<file path="config.mk">
export PLATFORM = sky130hd
export DESIGN_NAME = serial_subtractor_flat
export DESIGN_NICKNAME = d
export VERILOG_FILES = /design/src/rtl/serial_subtractor_if.sv /design/src/rtl/serial_subtractor.sv /design/src/flat_wrapper.sv
export SDC_FILE = /design/constraint.sdc
export NUM_CORES = 1
export LEC_CHECK = 0
export CAP_MARGIN = 40
export CELL_PAD_IN_SITES_DETAIL_PLACEMENT = 1
export CELL_PAD_IN_SITES_GLOBAL_PLACEMENT = 1
export CORE_ASPECT_RATIO = 1.1
export CORE_UTILIZATION = 40
export CTS_CLUSTER_DIAMETER = 80
export DETAILED_ROUTE_END_ITERATION = 8
export PLACE_DENSITY = 0.85
export SYNTH_ARGS = -nofsm -noshare
export SYNTH_HDL_FRONTEND = slang
export SYNTH_SLANG_ARGS = --single-unit
</file>
<file path="constraint.sdc">
create_clock -name clk -period 1.8 [get_ports clk]
set_input_delay 0.36 -clock clk [delete_from_list [all_inputs] [get_ports clk]]
set_output_delay 0.36 -clock clk [all_outputs]
set_load 0.05 [all_outputs]
</file>
<file path="src/rtl/serial_subtractor_if.sv">
// rtl/serial_subtractor_if.sv - start/done handshake and operand/result bundle for serial_subtractor
interface serial_subtractor_if #(
  parameter int WIDTH = 8
);
  logic             start;
  logic [WIDTH-1:0] a;
  logic [WIDTH-1:0] b;
  logic             busy;
  logic             done;
  logic [WIDTH-1:0] diff;
  logic             borrow;

  modport master (output start, a, b, input busy, done, diff, borrow);
  modport slave  (input start, a, b, output busy, done, diff, borrow);
endinterface

</file>
<file path="src/rtl/serial_subtractor.sv">
// rtl/serial_subtractor.sv - bit-serial a-b, LSB first, one full-subtractor cell and a registered borrow
module serial_subtractor #(
  parameter int WIDTH = 8
) (
  input  logic                clk,
  input  logic                rst_n,
  serial_subtractor_if.slave  bus
);
  localparam int CW = $clog2(WIDTH + 1);
  localparam logic [CW-1:0] LAST = CW'(WIDTH - 1);

  typedef enum logic [1:0] {S_IDLE, S_RUN, S_DONE} state_t;

  state_t           r_state;
  logic [WIDTH-1:0] r_sa;
  logic [WIDTH-1:0] r_sb;
  logic [WIDTH-1:0] r_sd;
  logic             r_br;
  logic [CW-1:0]    r_cnt;
  logic             r_busy;
  logic             r_done;
  logic [WIDTH-1:0] r_diff;
  logic             r_borrow;

  logic             w_d;
  logic             w_bo;
  logic [WIDTH:0]   w_sd_ext;
  logic [WIDTH-1:0] w_sd_next;

  assign w_d       = r_sa[0] ^ r_sb[0] ^ r_br;
  assign w_bo      = (~r_sa[0] & r_sb[0]) | (~(r_sa[0] ^ r_sb[0]) & r_br);
  // Concatenate then drop the LSB so the shift also works for WIDTH=1.
  assign w_sd_ext  = {w_d, r_sd};
  assign w_sd_next = w_sd_ext[WIDTH:1];

  always_ff @(posedge clk or negedge rst_n) begin
    if (!rst_n) begin
      r_state  <= S_IDLE;
      r_sa     <= '0;
      r_sb     <= '0;
      r_sd     <= '0;
      r_br     <= 1'b0;
      r_cnt    <= '0;
      r_busy   <= 1'b0;
      r_done   <= 1'b0;
      r_diff   <= '0;
      r_borrow <= 1'b0;
    end else begin
      case (r_state)
        S_IDLE, S_DONE: begin
          r_done <= 1'b0;
          if (bus.start) begin
            r_sa    <= bus.a;
            r_sb    <= bus.b;
            r_br    <= 1'b0;
            r_cnt   <= '0;
            r_busy  <= 1'b1;
            r_state <= S_RUN;
          end else begin
            r_busy  <= 1'b0;
            r_state <= S_IDLE;
          end
        end
        S_RUN: begin
          r_sa  <= r_sa >> 1;
          r_sb  <= r_sb >> 1;
          r_sd  <= w_sd_next;
          r_br  <= w_bo;
          r_cnt <= r_cnt + 1'b1;
          if (r_cnt == LAST) begin
            r_diff   <= w_sd_next;
            r_borrow <= w_bo;
            r_busy   <= 1'b0;
            r_done   <= 1'b1;
            r_state  <= S_DONE;
          end
        end
        default: begin
          r_busy  <= 1'b0;
          r_done  <= 1'b0;
          r_state <= S_IDLE;
        end
      endcase
    end
  end

  assign bus.busy   = r_busy;
  assign bus.done   = r_done;
  assign bus.diff   = r_diff;
  assign bus.borrow = r_borrow;
endmodule

</file>
<file path="src/flat_wrapper.sv">
// flat-port wrapper written by rule: the top's interface ports become plain ports
module serial_subtractor_flat 
#(
  parameter int WIDTH = 8
)
  (clk, rst_n, bus_start, bus_a, bus_b, bus_busy, bus_done, bus_diff, bus_borrow);
  serial_subtractor_if #(.WIDTH(WIDTH)) bus_i ();
  input  logic clk;
  input  logic rst_n;
  input wire logic [$bits(bus_i.start)-1:0] bus_start;
  input wire logic [$bits(bus_i.a)-1:0] bus_a;
  input wire logic [$bits(bus_i.b)-1:0] bus_b;
  output wire logic [$bits(bus_i.busy)-1:0] bus_busy;
  output wire logic [$bits(bus_i.done)-1:0] bus_done;
  output wire logic [$bits(bus_i.diff)-1:0] bus_diff;
  output wire logic [$bits(bus_i.borrow)-1:0] bus_borrow;
  assign bus_i.start = bus_start;
  assign bus_i.a = bus_a;
  assign bus_i.b = bus_b;
  assign bus_busy = bus_i.busy;
  assign bus_done = bus_i.done;
  assign bus_diff = bus_i.diff;
  assign bus_borrow = bus_i.borrow;
  serial_subtractor #(.WIDTH(WIDTH)) u_core (.clk(clk), .rst_n(rst_n), .bus(bus_i));
endmodule
</file>
==> impl_metrics.tcl, run 1 <==
set metrics [dict create \
    hpwl_mm 2.288 \
    worst_slack_ns 0.2172 \
    worstPathMaxFanout 9 \
    clockBufferDepth 2 \
    stdcell_count 216 \
    syn_nets 150 \
    syn_to_final_growth_pct 28.99 \
    worst_r2r_endpoint "u_core.bus.diff[0]" \
    die_h_um 69.42 \
    grt_antenna_before_repair 0 \
    cp.depth 4 \
    slew_viol_final 0 \
    num_vias 1126 \
    grt_pass1_wl_mm 5.802 \
    start_kind "flop" \
    grt_start_max_net_pins 41 \
    slowest_stage "dfrtp_1" \
    grt_pass1_vias 1255 \
    core_area_sq_um 3964 \
    fin_setup_tns_ns 0 \
    synth_common_cells "dfrtp_1, nand2_1, a22o_1, a21o_1, mux2_2" \
    dp_worst_setup_slack_ns 0.07664 \
    clkSinkCount 40 \
    drv_cap 0 \
    post-route-period-util_pct 87.93 \
    path_clk_slew_ns 0.08 \
    synth_top_area_share_pct 60.56 \
    wirelength_mm 3.237 \
    ys_seq_elements 40 \
    clockRootBuffer "clkbuf_8" \
    ant_nets 0 \
    io_buffer_count 29 \
    crit_start "u_core.r_cnt[0]" \
    synth_warnings 0 \
    dp_cells 208 \
    setup_viol 0 \
    diodes 0 \
    overflow 0 \
    crit_chain "ha_1 -> nand3b_1 -> nor2_4 -> mux2_2" \
    reg2reg_depth 4 \
    drc 0 \
    p_leak_nw 1.082 \
    hold_path_class "in2async" \
    die_area_sq_um 4394 \
    drt_iter0_markers 38 \
    firstDrtPassIters 3 \
    synth-edff-count 0 \
    die_w_um 63.29 \
    cts_max_level 2 \
    ir_drop_mv 0.7427 \
    critPathMaxStageDelay_ns 0.38 \
    skew_ns 0.008076 \
    syn_area_sq_um 1653 \
    synth_area_per_cell_sq_um 12.81 \
    crit_arrival_ns 1.76 \
    p_per_area_nw_per_um2 2027 \
    whs_ns 0.1225 \
    cts-hold-fix-buffers 0 \
    clock_latency_ns 0.29 \
    fin_crit_ns 1.583 \
    critPathCaptureType "flop" \
    finalHoldViolCount 0 \
    routedWlPerCell_um 14.99 \
    grt_use_total_pct 17.08 \
    num_rows 24 \
    synth_largest_area_cell "dfrtp_1" \
    critical_path.top_delay_family "simple AND/OR/NAND/NOR gates" \
    post-cts-setup-buffers 0 \
    p_total_w 0.004322 \
    async_flop_share_pct 100.0 \
    max_freq_mhz 631.8 \
    relSlewSlack_pct 66.64 \
    gp_congestion 0.7237 \
    initial_core_util_pct 41.70 \
    crit_end "u_core.bus.diff[0]" \
    cts_tree "yes" \
    rsz0062_at_grt "no" \
    r2r_start "u_core.r_cnt[0]" \
    io_pins 30 \
    path_buf_inv 0 \
    num-nets-final 184 \
    vias_per_cell 5.213 \
    post_cts_resize_count 0 \
    r2r_slack_ns 0.22 \
    ys_types 25 \
    yosysMostFrequentCell "dfrtp_1" \
    yosysSeqAreaShare_pct 60.56 \
    path_class "reg2reg" \
    drive_gt1_share_pct 23.78 \
    status "finished, final reports clean" \
    synthTopCellsByArea "dfrtp_1, a22o_1, a21o_1" \
    ys.flop_type "dfrtp_1" \
    tightest_slew_ns 0.4982 \
    crit_required_ns 1.97 \
    netlist_instances 129 \
    cts_made_buffers 5 \
]
==> worst register-to-register path, stage by stage (launching register included) <==
cell and delay [ns]:
dfrtp_1 0.38, ha_1 0.20, nand3b_1 0.23, nor2_4 0.30, mux2_2 0.37
==> sequential cells by signal, indices dropped and copies added (netlist names) <==
signal             flops
u_core.bus.done        1
u_core.r_cnt           4
u_core.bus.busy        1
u_core.r_sb            8
u_core.bus.diff        8
u_core.r_state         1
u_core.r_sd            7
u_core.r_sa            8
u_core.r_br            1
u_core.bus.borrow      1
==> worst min path at each step <==
stage / endpoint / slack (ns) / cells after the start
after floorplan: u_core.bus.borrow / 0.06 / 0
after global placement: u_core.bus.diff[0] / 0.43 / 2
after detailed placement: u_core.bus.diff[0] / 0.45 / 2
after CTS: u_core.bus.diff[2] / 0.14 / 2
after global routing: u_core.bus.borrow / 0.16 / 2
final: u_core.r_sd[6] / 0.12 / 2
==> where the power goes <==
| group | internal (W) | total (W) | leakage, nW | switching (W) |
|---|---|---|---|---|
| logic | 0.000757 | 0.00177 | 0.499 | 0.00101 |
| clock network | 0.000693 | 0.00101 | 0.0784 | 0.000312 |
| registers | 0.00130 | 0.00155 | 0.505 | 0.000246 |
==> area by class of cell <==
class                      count  area, sq um
fill                         431         1832
clock buffer                   5        68.82
timing repair buffer          34        295.3
inverter                       2        7.507
sequential                    40         1001
clock inverter                 3        90.09
tap                           52        65.06
multi-input combinational     80        604.3
==> cells by family (layout without fill, tap and decap cells) <==
kind of cell               count (synthesis)  in the layout  synth area share [%]
buffers and inverters                      9             44                 3.028
adders and majority gates                  2              2                 1.968
DFF                                       40             40                 60.56
and+or+nand+nor                           31             31                 9.311
AOI/OAI and AO/OA                         36             36                 17.79
muxes                                     11             11                 7.343
==> cells in the final DEF (no fill, tap or decap) <==
| cell type | synthesis | final |
|---|---|---|
| a21o_1 | 14 | 14 |
| nor2b_1 | 2 | 1 |
| mux2_2 | 9 | 9 |
| a31o_2 | 1 | 1 |
| o2bb2ai_1 | 1 | 1 |
| buf_2 | 4 | 1 |
| inv_1 | 2 | 2 |
| clkdlybuf4s50_1 | 0 | 17 |
| o21ai_0 | 1 | 1 |
| nand4_1 | 1 | 1 |
| dfrtp_1 | 40 | 40 |
| o31ai_1 | 1 | 1 |
| nor2b_2 | 1 | 2 |
| nand2b_1 | 2 | 2 |
| bufinv_16 | 0 | 3 |
| clkbuf_8 | 0 | 5 |
| buf_4 | 1 | 16 |
| nand3b_1 | 1 | 1 |
| fa_1 | 1 | 1 |
| nor2_4 | 2 | 2 |
| ha_1 | 1 | 1 |
| a221o_1 | 1 | 1 |
| nor3_1 | 1 | 1 |
| mux2i_1 | 2 | 2 |
| nand2_1 | 21 | 21 |
| a22o_1 | 17 | 17 |
==> metrics by stage <==
step	cell area, sq um	utilization [%]
floorplan	1653	-
global placement	1973	49.78
detailed placement	1973	49.78
CTS	2132	53.79
global route	2132	53.79
finish	2132	53.79
==> per-layer routing <==
metal,track usage (%),share of wire (%),vias up,wire length [um]
met5,0,0,-,0
met4,3.788,0.65,0,21
met1,20.56,41,570,1329
li1,-,-,520,-
met3,4.934,4.8,3,156
met2,29.99,53,33,1730
No activity file was read; power rests on OpenSTA's default activity.
==> inputs of run 2 (changes only) <==
--- a/config.mk
+++ b/config.mk
@@ -9,6 +9,7 @@
 export CELL_PAD_IN_SITES_DETAIL_PLACEMENT = 1
 export CELL_PAD_IN_SITES_GLOBAL_PLACEMENT = 1
 export CORE_ASPECT_RATIO = 1.1
+export CORE_MARGIN = 2
 export CORE_UTILIZATION = 40
 export CTS_CLUSTER_DIAMETER = 80
 export DETAILED_ROUTE_END_ITERATION = 8
==> run 2 against run 1 <==
Against the previous run:
- combinational power about the same
- design area down 1.6%
- largest power group unchanged
- via count about the same
- core utilization down 0.88 points
==> impl_metrics.tcl, run 2 (synthesized netlist as in run 1, its figures left out) <==
set metrics [dict create \
    relSlewSlack_pct 65.27 \
    clockPowerShare_pct 17.8 \
    gp_congestion 0.7293 \
    setup_viol 0 \
    syn_to_final_growth_pct 26.87 \
    die_h_um 71.42 \
    finalHoldViolCount 0 \
    critPathMaxStageDelay_ns 0.39 \
    fin_setup_tns_ns 0 \
    final_common_cell "dfrtp_1" \
    die_area_sq_um 4663 \
    rsz0062_at_grt "no" \
    cts_max_level 2 \
    post_cts_resize_count 0 \
    num_rows 24 \
    routedWlPerCell_um 14.92 \
    crit_end "u_core.bus.diff[0]" \
    cts_made_buffers 5 \
    r2r_start "u_core.r_cnt[0]" \
    post-route-period-util_pct 89.87 \
    internal_power_w 0.002478 \
    max_freq_mhz 618.2 \
    hold_path_class "in2async" \
    core_area_sq_um 3964 \
    path_class "reg2reg" \
    critPathCaptureType "flop" \
    initial_core_util_pct 41.70 \
    slowest_stage "dfrtp_1" \
    fin_crit_ns 1.618 \
    grt_start_max_net_pins 22 \
    path_clk_slew_ns 0.08 \
    power.switching_w 0.001564 \
    skew_ns 0.005980 \
    num-nets-final 184 \
    firstDrtPassIters 4 \
    worst_r2r_endpoint "u_core.bus.diff[0]" \
    drive_gt1_share_pct 23.78 \
    status "finished, final reports clean" \
    clockBufferDepth 2 \
    tightest_slew_ns 0.5185 \
    clkSinkCount 40 \
    start_kind "flop" \
    wirelength_mm 3.223 \
    crit_required_ns 1.97 \
    ir_drop_mv 0.7489 \
    crit_start "u_core.r_cnt[0]" \
    cts_tree "yes" \
    crit_arrival_ns 1.79 \
    diodes 0 \
    grt_pass1_wl_mm 5.630 \
    p_per_area_nw_per_um2 1928 \
    drv_cap 0 \
    cts-hold-fix-buffers 0 \
    crit_chain "ha_1 -> nand3b_1 -> nor2_4 -> mux2_2" \
    die_w_um 65.29 \
    fin_area_sq_um 2097 \
    reg2reg_depth 4 \
    vias_per_cell 5.218 \
    hpwl_mm 2.403 \
    io_pins 30 \
    overflow 0 \
    drt_iter0_markers 31 \
    final_cell_mix "dfrtp_1, nand2_1, a22o_1, clkdlybuf4s50_1, buf_4" \
    combPwrFrac_pct 43.7 \
    worstPathMaxFanout 9 \
    num_vias 1127 \
    place_area_sq_um 1986 \
    post-cts-setup-buffers 0 \
    grt_pass1_vias 1223 \
    ant_nets 0 \
    clock_latency_ns 0.29 \
    slew_viol_final 0 \
    power_frac_seq_pct 38.5 \
    drc 0 \
    grt_antenna_before_repair 0 \
    r2r_slack_ns 0.18 \
    grt_use_total_pct 15.94 \
    clockRootBuffer "clkbuf_8" \
    p_leak_nw 1.063 \
    p_sw_share_pct 38.70 \
    io_buffer_count 29 \
]
==> run 2: cell types whose count changed in the layout (fill, tap and decap cells not counted) <==
| cell | delta |
|---|---|
| buf_12 | +1 |
| buf_4 | -1 |
| bufinv_16 | -2 |
| clkinv_2 | +1 |
| clkinvlp_4 | +1 |
==> run 2: critical path: cells and delay by family, from the launching register on <==
| family | cells | cell delay [ns] |
|---|---|---|
| and+or+nand+nor | 2 | 0.54 |
| DFF | 1 | 0.39 |
| muxes | 1 | 0.38 |
| adders and majority gates | 1 | 0.20 |
==> run 2: layout make-up <==
class | instances | area, sq um
clock inverter | 3 | 42.54
fill | 437 | 1867
timing repair buffer | 34 | 307.8
tap | 52 | 65.06
clock buffer | 5 | 68.82
multi-input combinational | 80 | 604.3
inverter | 2 | 7.507
sequential | 40 | 1001
==> run 2: how the worst min path moves through the flow <==
stage	start	to	slack [ns]	cells past startpoint
after floorplan	rst_n	u_core.bus.borrow	0.06	0
after global placement	rst_n	u_core.bus.diff[0]	0.32	1
after detailed placement	rst_n	u_core.bus.diff[1]	0.34	1
after CTS	rst_n	u_core.bus.borrow	0.01	1
after global routing	rst_n	u_core.bus.borrow	0.03	1
final	rst_n	u_core.bus.borrow	0.01	1
==> run 2: metal layers <==
layer	up-vias	routed length [um]	global-route usage [%]
met5	-	0	0
met4	0	51	5.556
met3	6	175	5.024
met2	34	1661	27.89
met1	567	1335	18.32
li1	520	-	-
==> run 2: per-stage QoR <==
step | worst slack (ns) | cells | hold WS (ns) | utilization, % | power [W]
after global placement | 0.1129 | 208 | 0.3234 | 50.09 | 0.003264
after detailed placement | 0.06609 | 208 | 0.3405 | 50.09 | 0.003375
after CTS | 0.1397 | 216 | 0.01396 | 52.90 | 0.004112
final | 0.1824 | 216 | 0.01034 | 52.90 | 0.004042
after floorplan | 0.2606 | 129 | 0.06441 | - | 0.002858
after global routing | 0.04362 | 216 | 0.03106 | 52.90 | 0.004339
==> run 2: power groups by stage <==
stage	clock [W]	sequential, W	combinational, W
detailed placement	0	0.00157	0.00180
floorplan	0	0.00186	0.000996
global route	0.000784	0.00161	0.00194
global placement	0	0.00154	0.00172
finish	0.000721	0.00156	0.00177
CTS	0.000750	0.00156	0.00181
==> inputs of run 3 (changes only) <==
--- a/config.mk
+++ b/config.mk
@@ -10,10 +10,11 @@
 export CELL_PAD_IN_SITES_GLOBAL_PLACEMENT = 1
 export CORE_ASPECT_RATIO = 1.1
 export CORE_MARGIN = 2
-export CORE_UTILIZATION = 40
+export CORE_UTILIZATION = 37
 export CTS_CLUSTER_DIAMETER = 80
 export DETAILED_ROUTE_END_ITERATION = 8
-export PLACE_DENSITY = 0.85
+export PLACE_DENSITY = 0.83
+export SLEW_MARGIN = 20
 export SYNTH_ARGS = -nofsm -noshare
 export SYNTH_HDL_FRONTEND = slang
 export SYNTH_SLANG_ARGS = --single-unit
==> constraint.sdc (replaced) <==
create_clock -name clk -period 1.4 [get_ports clk]
set_input_delay 0.28 -clock clk [delete_from_list [all_inputs] [get_ports clk]]
set_output_delay 0.28 -clock clk [all_outputs]
set_load 0.05 [all_outputs]
==> run 3 against run 2 <==
Against the previous run:
- the flow now finishes with violations (setup timing)
- core utilization rose by 3.2 points
- combinational power increased by 72%
- cell count grew 6.9%
- sequential cell count stayed put
- via count up 6.3%
==> impl_metrics.tcl, run 3 (synthesized netlist as in run 1, its figures left out) <==
set metrics [dict create \
    status "finished, violations left" \
    violations "setup timing" \
    fin_crit_ns 1.418 \
    grt_pass1_vias 1334 \
    die_h_um 74.10 \
    vias_per_cell 5.186 \
    r2r_start "u_core.r_cnt[0]" \
    cts_tree "yes" \
    num-nets-final 197 \
    grt_antenna_before_repair 0 \
    tightest_slew_ns 0.4361 \
    rsz0062_at_grt "yes" \
    ir_drop_mv 1.021 \
    core_area_sq_um 4285 \
    r2r_slack_ns -0.02 \
    worst_slack_ns -0.01846 \
    whs_ns 0.4515 \
    overflow 0 \
    worst_r2r_endpoint "u_core.bus.diff[4]" \
    hpwl_mm 2.882 \
    reg2reg_depth 5 \
    dp_cells 217 \
    crit_required_ns 1.59 \
    max_freq_mhz 705.0 \
    drv_cap 0 \
    die_area_sq_um 5018 \
    p_per_area_nw_per_um2 2529 \
    drt_iter0_markers 36 \
    skew_ns 0.007179 \
    clkSinkCount 40 \
    wirelength_mm 3.844 \
    p_leak_nw 1.181 \
    fin_setup_tns_ns -0.03565 \
    slowest_stage "dfrtp_1" \
    slew_viol_final 0 \
    drive_gt1_share_pct 31.07 \
    num_rows 25 \
    worstPathMaxFanout 9 \
    final_common_cell "dfrtp_1" \
    path_clk_slew_ns 0.08 \
    critPathMaxStageDelay_ns 0.36 \
    clockBufferDepth 2 \
    setup_viol 7 \
    final_cell_mix "dfrtp_1, nand2_1, a22o_1, clkdlybuf4s50_1, buf_12" \
    routedWlPerCell_um 16.64 \
    ant_nets 0 \
    post-route-period-util_pct 101.3 \
    grt_pass1_wl_mm 6.644 \
    stdcell_count 231 \
    dp_worst_setup_slack_ns -0.2110 \
    initial_core_util_pct 38.57 \
    start_kind "flop" \
    crit_chain "ha_2 -> nand3b_1 -> nor2_4 -> buf_12 -> mux2_2" \
    gp_congestion 0.7902 \
    cts_made_buffers 5 \
    syn_to_final_growth_pct 45.57 \
    io_pins 30 \
    diodes 0 \
    clock_latency_ns 0.30 \
    cts_max_level 2 \
    finalHoldViolCount 0 \
    crit_arrival_ns 1.60 \
    firstDrtPassIters 4 \
    grt_start_max_net_pins 24 \
    die_w_um 67.73 \
    critPathCaptureType "flop" \
    fin_util_pct 56.15 \
    drc 0 \
    grt_use_total_pct 18.53 \
    io_buffer_count 29 \
    hold_path_class "in2async" \
    num_vias 1198 \
    clockRootBuffer "clkbuf_8" \
    path_class "reg2reg" \
    relSlewSlack_pct 70.93 \
]
[run 3: cell type report]
class / count / area [sq um]
Timing Repair Buffer: 47 / 595.6
Multi-Input combinational cell: 80 / 621.8
Clock inverter: 3 / 42.54
Inverter: 2 / 7.507
Clock buffer: 5 / 68.82
Tap cell: 54 / 67.56
Fill cell: 429 / 1879
Sequential cell: 40 / 1002
[run 3: worst max-delay path: cells and delay by family (launching register included)]
family | cells | cell delay [ns]
flops | 1 | 0.36
mux | 1 | 0.34
simple gates | 2 | 0.29
fa+ha+maj | 1 | 0.18
buf+inv | 1 | 0.14
[run 3: power by group]
part           switching, W  total [W]  internal [W]  leakage, nW
combinational       0.00143    0.00305       0.00162        0.623
sequential         0.000406    0.00209       0.00168        0.503
clock              0.000422   0.000949      0.000527       0.0541
[run 3: how the worst max path moves through the flow]
stage                    start                 end  slack [ns]  cells past startpoint
2_1_floorplan  u_core.r_cnt[0]  u_core.bus.diff[0]       -0.02                      4
4_1_cts        u_core.r_cnt[0]  u_core.bus.diff[4]       -0.02                      5
5_1_grt        u_core.r_cnt[1]  u_core.bus.diff[0]       -0.08                      5
3_5_place_dp         bus_start      u_core.r_sa[4]       -0.21                      6
6_report       u_core.r_cnt[0]  u_core.bus.diff[4]       -0.02                      5
3_3_place_gp         bus_start      u_core.r_sb[7]       -0.18                      6
[run 3: routing by layer]
layer	part of all wire [%]	vias up	GRT usage, %
met1	38	605	20.63
met5	0	-	0
li1	-	547	-
met4	2.1	0	8.390
met2	54	37	32.68
met3	5.0	9	5.144
[run 3: timing repair]
action | 4_1_cts | 5_1_grt
resized for setup | 1 | 3
setup buffers | 4 | 1
pin swaps | 2 | 0
hold endpoints to repair | 17 | 0
endpoints found under the setup margin | 8 | 12
hold buffers | 1 | 0
[run 3: stage by stage]
step / area, sq um / power, W
final: 2406 / 0.006084
after global placement: 2225 / 0.004853
after CTS: 2391 / 0.006108
after detailed placement: 2225 / 0.005081
after floorplan: 1662 / 0.003697
after global routing: 2406 / 0.006480
